File: src/rtl/cordic_pkg.sv
// Shared constants, state encoding and arctangent table for the CORDIC vectoring engine.
package cordic_pkg;

   localparam int DATA_W = 8;
   localparam int ITER   = 8;
   localparam int FRAC   = 2;
   localparam int ANG_W  = 10;
   localparam int IW     = DATA_W + 3 + FRAC;
   localparam int MAG_W  = DATA_W + 2;
   localparam int CNT_W  = $clog2(ITER);

   localparam logic [ANG_W-1:0] ANG_HALF = 10'd512;

   // atan(2^-i) in binary radians, full circle = 1024
   localparam logic [ANG_W-1:0] ATAN_LUT [0:7] = '{
      10'd128, 10'd76, 10'd40, 10'd20, 10'd10, 10'd5, 10'd3, 10'd1
   };

   // Gain compensation K ~ 2^-1 + 2^-3 - 2^-6 - 2^-9; negative entries subtract
   localparam int K_SHIFT [0:3] = '{1, 3, -6, -9};

   typedef enum logic [1:0] {
      IDLE,
      ITERATE,
      SCALE
   } state_t;

endpackage

File: src/rtl/cordic_vector_unit_kscale.sv
// Combinational shift-add multiplier applying the inverse CORDIC gain (~0.6074).
module cordic_kscale
   import cordic_pkg::*;
(
   input  logic signed [IW-1:0] x_i,
   output logic signed [IW-1:0] y_o
);

   always_comb begin
      y_o = '0;
      for (int k = 0; k < 4; k++) begin
         if (K_SHIFT[k] > 0) begin
            y_o = y_o + (x_i >>> K_SHIFT[k]);
         end else begin
            y_o = y_o - (x_i >>> (-K_SHIFT[k]));
         end
      end
   end

endmodule

File: src/rtl/cordic_vector_unit.sv
// Iterative vectoring-mode CORDIC: one micro-rotation per clock, yields magnitude and angle.
module cordic_vector_unit
   import cordic_pkg::*;
(
   input  logic                     clk,
   input  logic                     reset,
   input  logic signed [DATA_W-1:0] x_in,
   input  logic signed [DATA_W-1:0] y_in,
   input  logic                     start,
   input  logic                     K_mode,
   output logic                     busy,
   output logic                     done,
   output logic        [MAG_W-1:0]  magnitude,
   output logic signed [ANG_W-1:0]  angle
);

   state_t                state_q, state_d;
   logic    [CNT_W-1:0]   iter_q, iter_d;
   logic signed [IW-1:0]  x_q, x_d;
   logic signed [IW-1:0]  y_q, y_d;
   logic    [ANG_W-1:0]   z_q, z_d;
   logic                  kmode_q, kmode_d;
   logic                  zero_q, zero_d;
   logic    [MAG_W-1:0]   mag_q, mag_d;
   logic    [ANG_W-1:0]   ang_q, ang_d;
   logic                  done_q, done_d;

   logic signed [IW-1:0]  xExt, yExt, xShift, yShift, xScaled, magF;

   cordic_kscale u_kscale (
      .x_i (x_q),
      .y_o (xScaled)
   );

   always_ff @(posedge clk or negedge reset) begin
      if (!reset) begin
         state_q <= IDLE;
         iter_q  <= '0;
         x_q     <= '0;
         y_q     <= '0;
         z_q     <= '0;
         kmode_q <= 1'b0;
         zero_q  <= 1'b0;
         mag_q   <= '0;
         ang_q   <= '0;
         done_q  <= 1'b0;
      end else begin
         state_q <= state_d;
         iter_q  <= iter_d;
         x_q     <= x_d;
         y_q     <= y_d;
         z_q     <= z_d;
         kmode_q <= kmode_d;
         zero_q  <= zero_d;
         mag_q   <= mag_d;
         ang_q   <= ang_d;
         done_q  <= done_d;
      end
   end

   // Left half-plane operands are rotated by 180 deg up front so the iterations converge.
   always_comb begin
      xExt    = IW'(x_in) <<< FRAC;
      yExt    = IW'(y_in) <<< FRAC;
      xShift  = x_q >>> iter_q;
      yShift  = y_q >>> iter_q;
      magF    = kmode_q ? xScaled : x_q;

      state_d = state_q;
      iter_d  = iter_q;
      x_d     = x_q;
      y_d     = y_q;
      z_d     = z_q;
      kmode_d = kmode_q;
      zero_d  = zero_q;
      mag_d   = mag_q;
      ang_d   = ang_q;
      done_d  = 1'b0;

      case (state_q)
         IDLE: begin
            if (start) begin
               kmode_d = K_mode;
               zero_d  = (x_in == '0) && (y_in == '0);
               iter_d  = '0;
               if (x_in[DATA_W-1]) begin
                  x_d = -xExt;
                  y_d = -yExt;
                  z_d = ANG_HALF;
               end else begin
                  x_d = xExt;
                  y_d = yExt;
                  z_d = '0;
               end
               state_d = ITERATE;
            end
         end
         ITERATE: begin
            if (!y_q[IW-1]) begin
               x_d = x_q + yShift;
               y_d = y_q - xShift;
               z_d = z_q + ATAN_LUT[iter_q];
            end else begin
               x_d = x_q - yShift;
               y_d = y_q + xShift;
               z_d = z_q - ATAN_LUT[iter_q];
            end
            iter_d = iter_q + 1'b1;
            if (iter_q == CNT_W'(ITER - 1)) begin
               state_d = SCALE;
            end
         end
         SCALE: begin
            mag_d   = zero_q ? '0 : MAG_W'(unsigned'(magF) >> FRAC);
            ang_d   = zero_q ? '0 : z_q;
            done_d  = 1'b1;
            state_d = IDLE;
         end
         default: begin
            state_d = IDLE;
         end
      endcase
   end

   assign busy      = (state_q != IDLE);
   assign done      = done_q;
   assign magnitude = mag_q;
   assign angle     = ang_q;

endmodule

File: config.mk
export PLATFORM = sky130hd
export DESIGN_NAME = cordic_vector_unit
export DESIGN_NICKNAME = d
export VERILOG_FILES = /design/src/rtl/cordic_pkg.sv /design/src/rtl/cordic_vector_unit_kscale.sv /design/src/rtl/cordic_vector_unit.sv
export SDC_FILE = /design/constraint.sdc
export NUM_CORES = 1
export LEC_CHECK = 0
export BUFFER_PORTS_ARGS = -buffer_cell sky130_fd_sc_hd__buf_2
export CORE_ASPECT_RATIO = 0.5
export CORE_MARGIN = 4
export CORE_UTILIZATION = 45
export CTS_CLUSTER_DIAMETER = 150
export CTS_CLUSTER_SIZE = 8
export DETAILED_ROUTE_END_ITERATION = 8
export PLACE_DENSITY_LB_ADDON = 0.15
export SYNTH_ARGS = -nofsm -noshare
export SYNTH_HDL_FRONTEND = slang
export SYNTH_SLANG_ARGS = --single-unit
File: constraint.sdc
create_clock -name clk -period 7.2 [get_ports clk]
set_clock_uncertainty 0.2 [all_clocks]
set_input_delay 0.72 -clock clk [delete_from_list [all_inputs] [get_ports clk]]
set_output_delay 0.72 -clock clk [all_outputs]
set_load 0.05 [all_outputs]
==> impl_metrics.csv, run 1 <==
group,metric,value,unit
setup_path,reg2reg_from,"iter_q[1]",
cells_and_area,nNetsFinal,962,
route,route.detailed.drc,0,
sta,rsz0062_at_grt,"false",
route,drt.antenna.violating_nets,0,
logic_synthesis,ys_types,75,
min_path,holdPathStages,1,
logic_synthesis,postSynthCellCount,840,
cells_and_area,num_antenna_cells,0,
min_path,min_to,"magnitude[7]",
setup_path,rr_endpoint,"x_q[12]",
sta,tightest_slew,901,ps
clock_network,clkSinkCount,64,
grt,overflow,0,
clock_network,postCtsHoldBufs,0,
cells_and_area,layout_common_cells,"76 x o21ai_0, 73 x nand2_1, 64 x dfrtp_1",
run,drv_cap,0,
route,via_per_inst,5.78,
outcome,status,"finished clean",
clock_network,tritoncts,"yes",
sta,maxSlewViolCount,0,
min_path,hp-start,"magnitude[7]",
grt,antenna_found_initial,0,
route,drt_iter0_drc,391,
route,drt_wl_total,19100,um
clock_network,clock_latency,350,ps
grt,first_global_vias,5860,
route,avgRoutedWirePerCell,17.8,um
sta,fin_crit_sh,0.693,
setup_path,cp.required,7270,ps
floorplan,core,0.0154,sq mm
cells_and_area,multiInputGateArea,0.00508,sq mm
floorplan,initial_utilization,0.459,
cells_and_area,stdcell_count,1073,
cells_and_area,fillers,1467,
logic_synthesis,yosys.area.top_type,"dfrtp_1",
clock_network,h-tree-depth,3,
floorplan,rows,32,
placed_design,gp_congestion,0.864,
logic_synthesis,avgSynthCellArea,8.42,sq um
logic_synthesis,yosysTopAreaCellShare,0.226,
sta,tns,0,ps
floorplan,ios,42,
logic_synthesis,synth-edff-count,0,
cells_and_area,area_growth,10.4,%
logic_synthesis,async_flop_share,1.00,
clock_network,cts_buffers,9,
clock_network,cts.repair.resized,0,
clock_network,cts-root-buf,"clkbuf_16",
clock_network,post_cts_buffers,0,
setup_path,end_kind,"flop",
setup_path,cp-start-kind,"flop",
floorplan,die_y,96.7,um
sta,finalSetupViolCount,0,
logic_synthesis,ys_ff_latch,64,
cells_and_area,register_area,0.00160,sq mm
route,vias,6206,
setup_path,crit_fanout,22,
placed_design,dpl.cell_count,1057,
setup_path,reg2regPathDepth,15,
setup_path,crit_type,"reg2reg",
sta,max_freq,0.200,GHz
sta,period_needed,4990,ps
grt,grt_max_degree,65,
placed_design,dp_hpwl,14100,um
logic_synthesis,yosysWarningCount,0,
placed_design,port_buffers,41,
clock_network,cts_buffer_depth,2,
setup_path,r2r_slack,2210,ps
logic_synthesis,synth_top_cells_by_area,"dfrtp_1 23%, ha_1 11%, o21ai_0 5.4%",
floorplan,die_w,185,um
cells_and_area,final_common_cell,"o21ai_0",
setup_path,crit_arrival,5060,ps
sta,hold_viol_final,0,
logic_synthesis,synth-main-ff-cell,"dfrtp_1",
cells_and_area,layout-drive-gt1-share,0.123,
min_path,worstHoldPathType,"reg2reg",
logic_synthesis,syn_nets,938,
floorplan,dieArea,0.0179,sq mm
logic_synthesis,synth_area,0.00708,sq mm
route,firstDrtPassIters,5,
grt,grt_pass1_wl,31000,um
clock_network,clk_pin_slew,70,ps
sta,relSlewSlack,0.399,
logic_synthesis,ys_seq_area_frac,0.226,
grt,grtUsageTotal,0.215,
[worst max-delay path, cell delays in order (launching register included)]
cell       delay (ps)
dfrtp_1           930
buf_4             380
mux2i_1           370
nand2_1            90
a211o_1           390
a2111oi_4         550
a21oi_1           150
xnor2_1           160
o21ai_1            80
ha_1              330
or3_1             320
o21ai_0            90
a31oi_1            90
and3_1            210
or4_1             480
o211ai_2           80
[sequential cells by signal (all words and copies together) (netlist names), 2 cells and up]
register / flops
z_q: 10
magnitude: 10
x_q: 13
angle: 10
y_q: 13
iter_q: 3
state_q: 2
[how the worst max path moves through the flow]
stage / startpoint / end / slack (ps) / cells after the start
2_1_floorplan: iter_q[2] / x_q[12] / 2750 / 19
3_3_place_gp: iter_q[1] / x_q[12] / 2410 / 15
3_5_place_dp: iter_q[1] / x_q[12] / 2240 / 15
4_1_cts: iter_q[1] / x_q[12] / 2240 / 15
5_1_grt: iter_q[1] / y_q[12] / 1840 / 15
6_report: iter_q[1] / x_q[12] / 2210 / 15
[cell usage after synthesis, drive strengths merged (3+ instances only)]
cell type,number
a31oi,11
or3,7
nand3,22
o31ai,12
or4,3
and3,6
mux4,13
mux2,13
clkbuf,27
o211ai,15
o2111ai,3
a22o,3
a211oi,5
ha,61
nand2,73
and2,8
nor3b,4
nor3,20
mux2i,22
o31a,3
a21o,5
nor2,57
xor2,23
xnor2,35
a21oi,48
buf,11
o22ai,11
nand2b,33
o21a,13
nor2b,11
inv,62
o21ai,80
or2,3
dfrtp,64
fa,17
[logic make-up (layout without fill, tap and decap cells)]
family	Yosys count	count (layout)	synth area share
buffers and inverters	101	130	0.0557
XOR/XNOR	59	59	0.0750
AND/OR/NAND/NOR	256	256	0.178
flip-flops	64	64	0.226
multiplexers	48	48	0.0983
adder cells (fa/ha/maj)	78	78	0.156
AO/OA/AOI/OAI	234	234	0.211
[layout make-up]
| type | instances | area share |
|---|---|---|
| clock buffers | 10 | 0.0306 |
| clock inverters | 6 | 0.0147 |
| inverters | 63 | 0.0303 |
| multi-input cells | 675 | 0.651 |
| flip-flops and latches | 64 | 0.205 |
| well taps | 204 | 0.0327 |
| repair buffers | 51 | 0.0359 |
[through the flow]
step / utilization / hold slack (ps) / worst slack [ps] / instance area, sq um
floorplan: - / 224 / 2750 / 7080
global placement: 0.484 / 259 / 2410 / 7460
detailed placement: 0.484 / 261 / 2240 / 7460
CTS: 0.507 / 274 / 2240 / 7810
global route: 0.507 / 297 / 1840 / 7810
finish: 0.507 / 267 / 2210 / 7810
[routing by layer]
| metal | vias up | GRT usage | part of all wire |
|---|---|---|---|
| met1 | 2922 | 0.343 | 0.52 |
| li1 | 3062 | - | - |
| met3 | 22 | 0.0481 | 0.072 |
| met5 | - | 0 | 0 |
| met4 | 0 | 0.0547 | 0.018 |
| met2 | 200 | 0.290 | 0.39 |
Power of run 1 is left out: the tool's default activity adds up to more than one toggle a clock period on the data nets, which glitch-free logic cannot reach.
==> inputs of run 2 (changes only) <==
ABC_AREA = 1   (was default)
clock period = 4.1 ns   (was 7.2 ns; I/O delays follow)
==> run 2 against run 1 <==
  * Core utilization rose by 0.18 points
  * Global-route usage is 0.39 points higher
  * Count of clock-buffer cells in the layout stayed put
  * Largest cell class unchanged
  * Final area is 0.61% higher
  * Hold slack got worse by 160 ps
  * Non-clock buffer count up 9
==> impl_metrics.csv, run 2 <==
group,metric,value,unit
cells_and_area,post-route-cell-area,0.00786,sq mm
setup_path,cp-start-kind,"flop",
setup_path,end_kind,"flop",
grt,first_global_vias,6442,
sta,max_freq,0.268,GHz
logic_synthesis,synth-edff-count,0,
grt,antenna_found_initial,0,
floorplan,die_y,97.0,um
clock_network,cts_buffers,9,
floorplan,die_w,186,um
sta,maxSlewViolCount,0,
logic_synthesis,postSynthCellCount,1058,
sta,period_needed,3730,ps
setup_path,crit_type,"reg2reg",
floorplan,dieArea,0.0180,sq mm
cells_and_area,fillers,1545,
route,drt.antenna.violating_nets,0,
setup_path,endpoint,"y_q[10]",
sta,setup_ws,371,ps
logic_synthesis,yosys.area.top_type,"dfrtp_1",
logic_synthesis,syn_nets,1156,
logic_synthesis,synth.most_common_cell,"nand2_1",
setup_path,crit_family,"simple AND/OR/NAND/NOR gates",
setup_path,crit_chain,"buf_6 > nand2_1 > nand3_1 > nand2_1 > inv_1 > o21ai_2 > ha_1 > nand3_2 > o21ai_0 > xnor2_1 > inv_1 > ha_1 > nand2_1 > inv_1 > nand3_1 > o21ai_0 > nand2_1 > nand2_1 > xor2_1 > nand2_1 > a2bb2oi_1",
logic_synthesis,async_flop_share,1.00,
logic_synthesis,avgSynthCellArea,6.74,sq um
floorplan,ios,42,
grt,grtUsageTotal,0.219,
setup_path,critical_path_depth,21,
logic_synthesis,synth_top_cells_by_area,"dfrtp_1 22%, nand2_1 14%, ha_1 11%",
clock_network,tritoncts,"yes",
setup_path,crit_top_cell,"nand2_1",
logic_synthesis,synth_area,0.00713,sq mm
route,via_per_inst,5.24,
cells_and_area,layout-drive-gt1-share,0.112,
setup_path,rr_endpoint,"y_q[10]",
cells_and_area,final_common_cell,"nand2_1",
sta,hold_viol_final,0,
clock_network,post_cts_buffers,0,
logic_synthesis,ys_seq_area_frac,0.225,
logic_synthesis,yosysWarningCount,0,
min_path,holdPathStages,3,
min_path,worstHoldPathType,"in2reg",
setup_path,reg2reg_from,"iter_q[0]",
setup_path,cp_slowest_cell,"dfrtp_1",
clock_network,clock_latency,340,ps
floorplan,core,0.0155,sq mm
setup_path,crit_path_max_incr_delay,440,ps
setup_path,crit_arrival,3790,ps
setup_path,crit_fanout,17,
floorplan,initial_utilization,0.461,
sta,tns,0,ps
placed_design,port_buffers,41,
outcome,status,"finished clean",
route,vias,6819,
sta,relSlewSlack,0.309,
route,drt_wl_total,19500,um
setup_path,reg2regPathDepth,21,
cells_and_area,layout_common_cells,"262 x nand2_1, 163 x inv_1, 84 x o21ai_0",
sta,hold_slack,105,ps
placed_design,placed_area,0.00753,sq mm
logic_synthesis,ys_ff_latch,64,
cells_and_area,area_growth,10.2,%
setup_path,cp.required,4160,ps
logic_synthesis,ys_types,48,
clock_network,cts_buffer_depth,2,
route,avgRoutedWirePerCell,15.0,um
clock_network,clkSinkCount,64,
route,firstDrtPassIters,6,
placed_design,pre_cts_slack,265,ps
grt,grt_max_degree,35,
floorplan,rows,32,
run,drv_cap,0,
clock_network,cts-root-buf,"clkbuf_16",
placed_design,gp_congestion,0.915,
cells_and_area,reg.largest.list,"x_q x13, y_q x13",
cells_and_area,multiInputGateArea,0.00470,sq mm
cells_and_area,register_area,0.00160,sq mm
route,route.detailed.drc,0,
setup_path,critPathBufInv,4,
cells_and_area,nNetsFinal,1190,
clock_network,h-tree-depth,3,
logic_synthesis,synth-main-ff-cell,"dfrtp_1",
logic_synthesis,yosysTopAreaCellShare,0.225,
cells_and_area,num_antenna_cells,0,
grt,grt_pass1_wl,32100,um
grt,overflow,0,
setup_path,setup.worst_path.start,"iter_q[0]",
route,drt_iter0_drc,500,
setup_path,r2r_slack,370,ps
sta,finalSetupViolCount,0,
placed_design,dp_hpwl,15200,um
clock_network,clk_pin_slew,60,ps
sta,rsz0062_at_grt,"false",
logic_synthesis,yosys-top-cells-count,"262 x nand2_1, 163 x inv_1, 87 x o21ai_0",
sta,fin_crit_sh,0.910,
sta,tightest_slew,1030,ps
-- run 2: cell count changes after synthesis, sizes merged, moves of 11 or more --
cell	change
nand2	+199
inv	+108
mux2i	-22
o21ai	+27
nand2b	-33
xnor2	-24
nor2b	-11
mux2	-13
mux4	-13
a21oi	+21
nand3	+45
-- run 2: repair_timing --
| item | in CTS | in global routing |
|---|---|---|
| gates resized for setup | 0 | 5 |
| endpoints found under the setup margin | 0 | 6 |
| hold buffers | 1 | 0 |
| endpoints found under the hold margin | 30 | 0 |
-- run 2: worst min-delay path by stage --
stage	start	to	slack [ps]
4_1_cts	K_mode	kmode_q	100
5_1_grt	K_mode	kmode_q	120
6_report	K_mode	kmode_q	100
3_5_place_dp	magnitude[4]	magnitude[4]	260
3_3_place_gp	magnitude[2]	magnitude[2]	260
2_1_floorplan	reset	angle[0]	-90
-- run 2: tightest hold or removal path, stage by stage --
cell,delay (ps)
buf_2,80
nand2_1,40
o21ai_0,60
-- run 2: metal layers --
layer  GRT usage  wire [um]
met5           0          0
met1       0.332       9920
met4      0.0313        131
met2       0.337       8300
met3      0.0338       1110
-- run 2: stage by stage --
stage | util | std cells
3_3_place_gp | 0.487 | 1284
2_1_floorplan | - | 1058
3_5_place_dp | 0.487 | 1284
6_report | 0.508 | 1301
4_1_cts | 0.508 | 1301
5_1_grt | 0.508 | 1301
-- run 2: cell families (layout without fill, tap and decap cells) --
| group | count (synthesis) | count (layout) | synth area share |
|---|---|---|---|
| flops | 64 | 64 | 0.225 |
| fa+ha+maj | 78 | 78 | 0.155 |
| xor+xnor | 44 | 44 | 0.0540 |
| buf+inv | 208 | 247 | 0.118 |
| compound gates | 236 | 236 | 0.191 |
| simple gates | 428 | 428 | 0.258 |
-- run 2: final cells by class --
| cell class | instances | area share |
|---|---|---|
| multi-input combinational | 786 | 0.598 |
| clock inverter | 6 | 0.00860 |
| sequential | 64 | 0.204 |
| inverter | 171 | 0.0820 |
| tap | 204 | 0.0325 |
| timing repair buffer | 60 | 0.0451 |
| clock buffer | 10 | 0.0304 |
Power of run 2 is left out for the same reason.
==> inputs of run 3 (changes only) <==
CORE_UTILIZATION = 50   (was 45)
==> run 3 against run 2 <==
  * Setup slack worse by 31 ps
  * Final area down 0.24%
  * Via count up 1.8%
  * Fmax down 0.82%
  * Sequential share of layout area about the same
  * Non-clock buffer count down 4
  * Critical path type unchanged
  * Routed wire length down 0.53%
  * Critical path depth down 2
==> impl_metrics.csv, run 3 (synthesized netlist as in run 2, its figures left out) <==
group,metric,value,unit
grt,first_global_vias,6580,
clock_network,cts-root-buf,"clkbuf_16",
route,route.detailed.drc,0,
placed_design,dp_hpwl,14800,um
route,vias,6942,
cells_and_area,fillers,1378,
floorplan,ios,42,
setup_path,crit_fanout,18,
sta,fin_crit_sh,0.917,
placed_design,placed_area,0.00750,sq mm
route,via_per_inst,5.40,
floorplan,dieArea,0.0164,sq mm
run,drv_cap,0,
clock_network,cts_buffers,9,
placed_design,gp_congestion,0.940,
floorplan,core,0.0137,sq mm
clock_network,tritoncts,"yes",
floorplan,die_w,177,um
sta,rsz0062_at_grt,"true",
grt,grtUsageTotal,0.246,
cells_and_area,num_antenna_cells,0,
floorplan,die_y,92.5,um
sta,finalSetupViolCount,0,
route,avgRoutedWirePerCell,15.1,um
clock_network,cts_buffer_depth,2,
setup_path,end_kind,"flop",
sta,period_needed,3760,ps
grt,grt_max_degree,48,
sta,hold_viol_final,0,
route,drt.antenna.violating_nets,0,
clock_network,clock_latency,340,ps
sta,hold_slack,97.5,ps
cells_and_area,layout-drive-gt1-share,0.108,
sta,relSlewSlack,0.240,
setup_path,crit_type,"reg2reg",
floorplan,initial_utilization,0.519,
cells_and_area,post-route-cell-area,0.00784,sq mm
cells_and_area,final_common_cell,"nand2_1",
setup_path,cp.required,4070,ps
route,firstDrtPassIters,5,
grt,overflow,0,
cells_and_area,final_core_util,0.571,
sta,tightest_slew,1140,ps
setup_path,crit_arrival,3730,ps
sta,setup_ws,340,ps
clock_network,post_cts_buffers,0,
route,drt_wl_total,19400,um
sta,max_freq,0.266,GHz
min_path,worstHoldPathType,"in2reg",
floorplan,rows,30,
clock_network,clk_pin_slew,60,ps
route,drt_iter0_drc,551,
cells_and_area,layout_common_cells,"262 x nand2_1, 163 x inv_1, 84 x o21ai_0",
placed_design,pre_cts_slack,333,ps
grt,antenna_found_initial,0,
grt,grt_pass1_wl,32500,um
cells_and_area,nNetsFinal,1186,
sta,maxSlewViolCount,0,
cells_and_area,area_growth,9.91,%
clock_network,clkSinkCount,64,
cells_and_area,reg.largest.list,"x_q x13, y_q x13",
placed_design,port_buffers,41,
outcome,status,"finished clean",
clock_network,h-tree-depth,3,
setup_path,cp-start-kind,"flop",
-- run 3: cell count changes in the layout (fill, tap and decap cells not counted), sizes merged --
cell and change:
inv +1, clkbuf -1, buf -4, clkinvlp -1
bufinv +1
-- run 3: cell type report --
| type | instances | area (sq um) | area share |
|---|---|---|---|
| clock buffers | 9 | 225 | 0.0287 |
| clock inverters | 7 | 103 | 0.0131 |
| inverters | 171 | 644 | 0.0822 |
| multi-input cells | 786 | 4690 | 0.599 |
| flip-flops and latches | 64 | 1600 | 0.204 |
| well taps | 192 | 240 | 0.0306 |
| repair buffers | 56 | 333 | 0.0425 |
-- run 3: worst max-delay path, stage by stage (launching register included) --
cell and delay [ps]:
dfrtp_1 380, inv_2 250, buf_4 260, o211ai_1 130, o21ai_1 110, nand2_1 70, o21a_1 150, inv_1 70
ha_1 220, inv_1 50, o21ai_0 120, fa_1 420, inv_1 90, a21oi_1 60, o21ai_0 350, a31oi_1 190
o21bai_1 200, a21oi_1 80, o21ai_0 90, o21ai_0 100
-- run 3: worst paths after layout --
| kind | startpoint | end | slack (ps) | cells past startpoint |
|---|---|---|---|---|
| max in group asynchronous | reset | magnitude[1] | 2340 | 3 |
| min in group asynchronous | reset | iter_q[0] | 360 | 2 |
| min reg2reg | magnitude[5] | magnitude[5] | 270 | 2 |
| max reg2reg | iter_q[1] | x_q[10] | 340 | 19 |
| min | K_mode | kmode_q | 100 | 3 |
| max | iter_q[1] | x_q[10] | 340 | 19 |
-- run 3: routing by layer --
layer,GRT usage,up-vias,wire (um),part of all wire
li1,-,3504,-,-
met1,0.353,3212,9530,0.49
met2,0.387,206,8290,0.43
met3,0.0412,20,1300,0.067
met4,0.0598,0,246,0.013
met5,0,-,0,0
-- run 3: timing repair --
item,in CTS,in global routing
hold buffers,1,0
endpoints found under the hold margin,17,0
endpoints found under the setup margin,0,7
gates resized for setup,0,3
-- run 3: metrics by stage --
| step | cells | setup TNS [ps] |
|---|---|---|
| finish | 1285 | 0 |
| global route | 1285 | -10.6 |
| CTS | 1285 | 0 |
| detailed placement | 1268 | 0 |
| global placement | 1268 | 0 |
| floorplan | 1058 | 0 |
Power of run 3 is left out for the same reason.
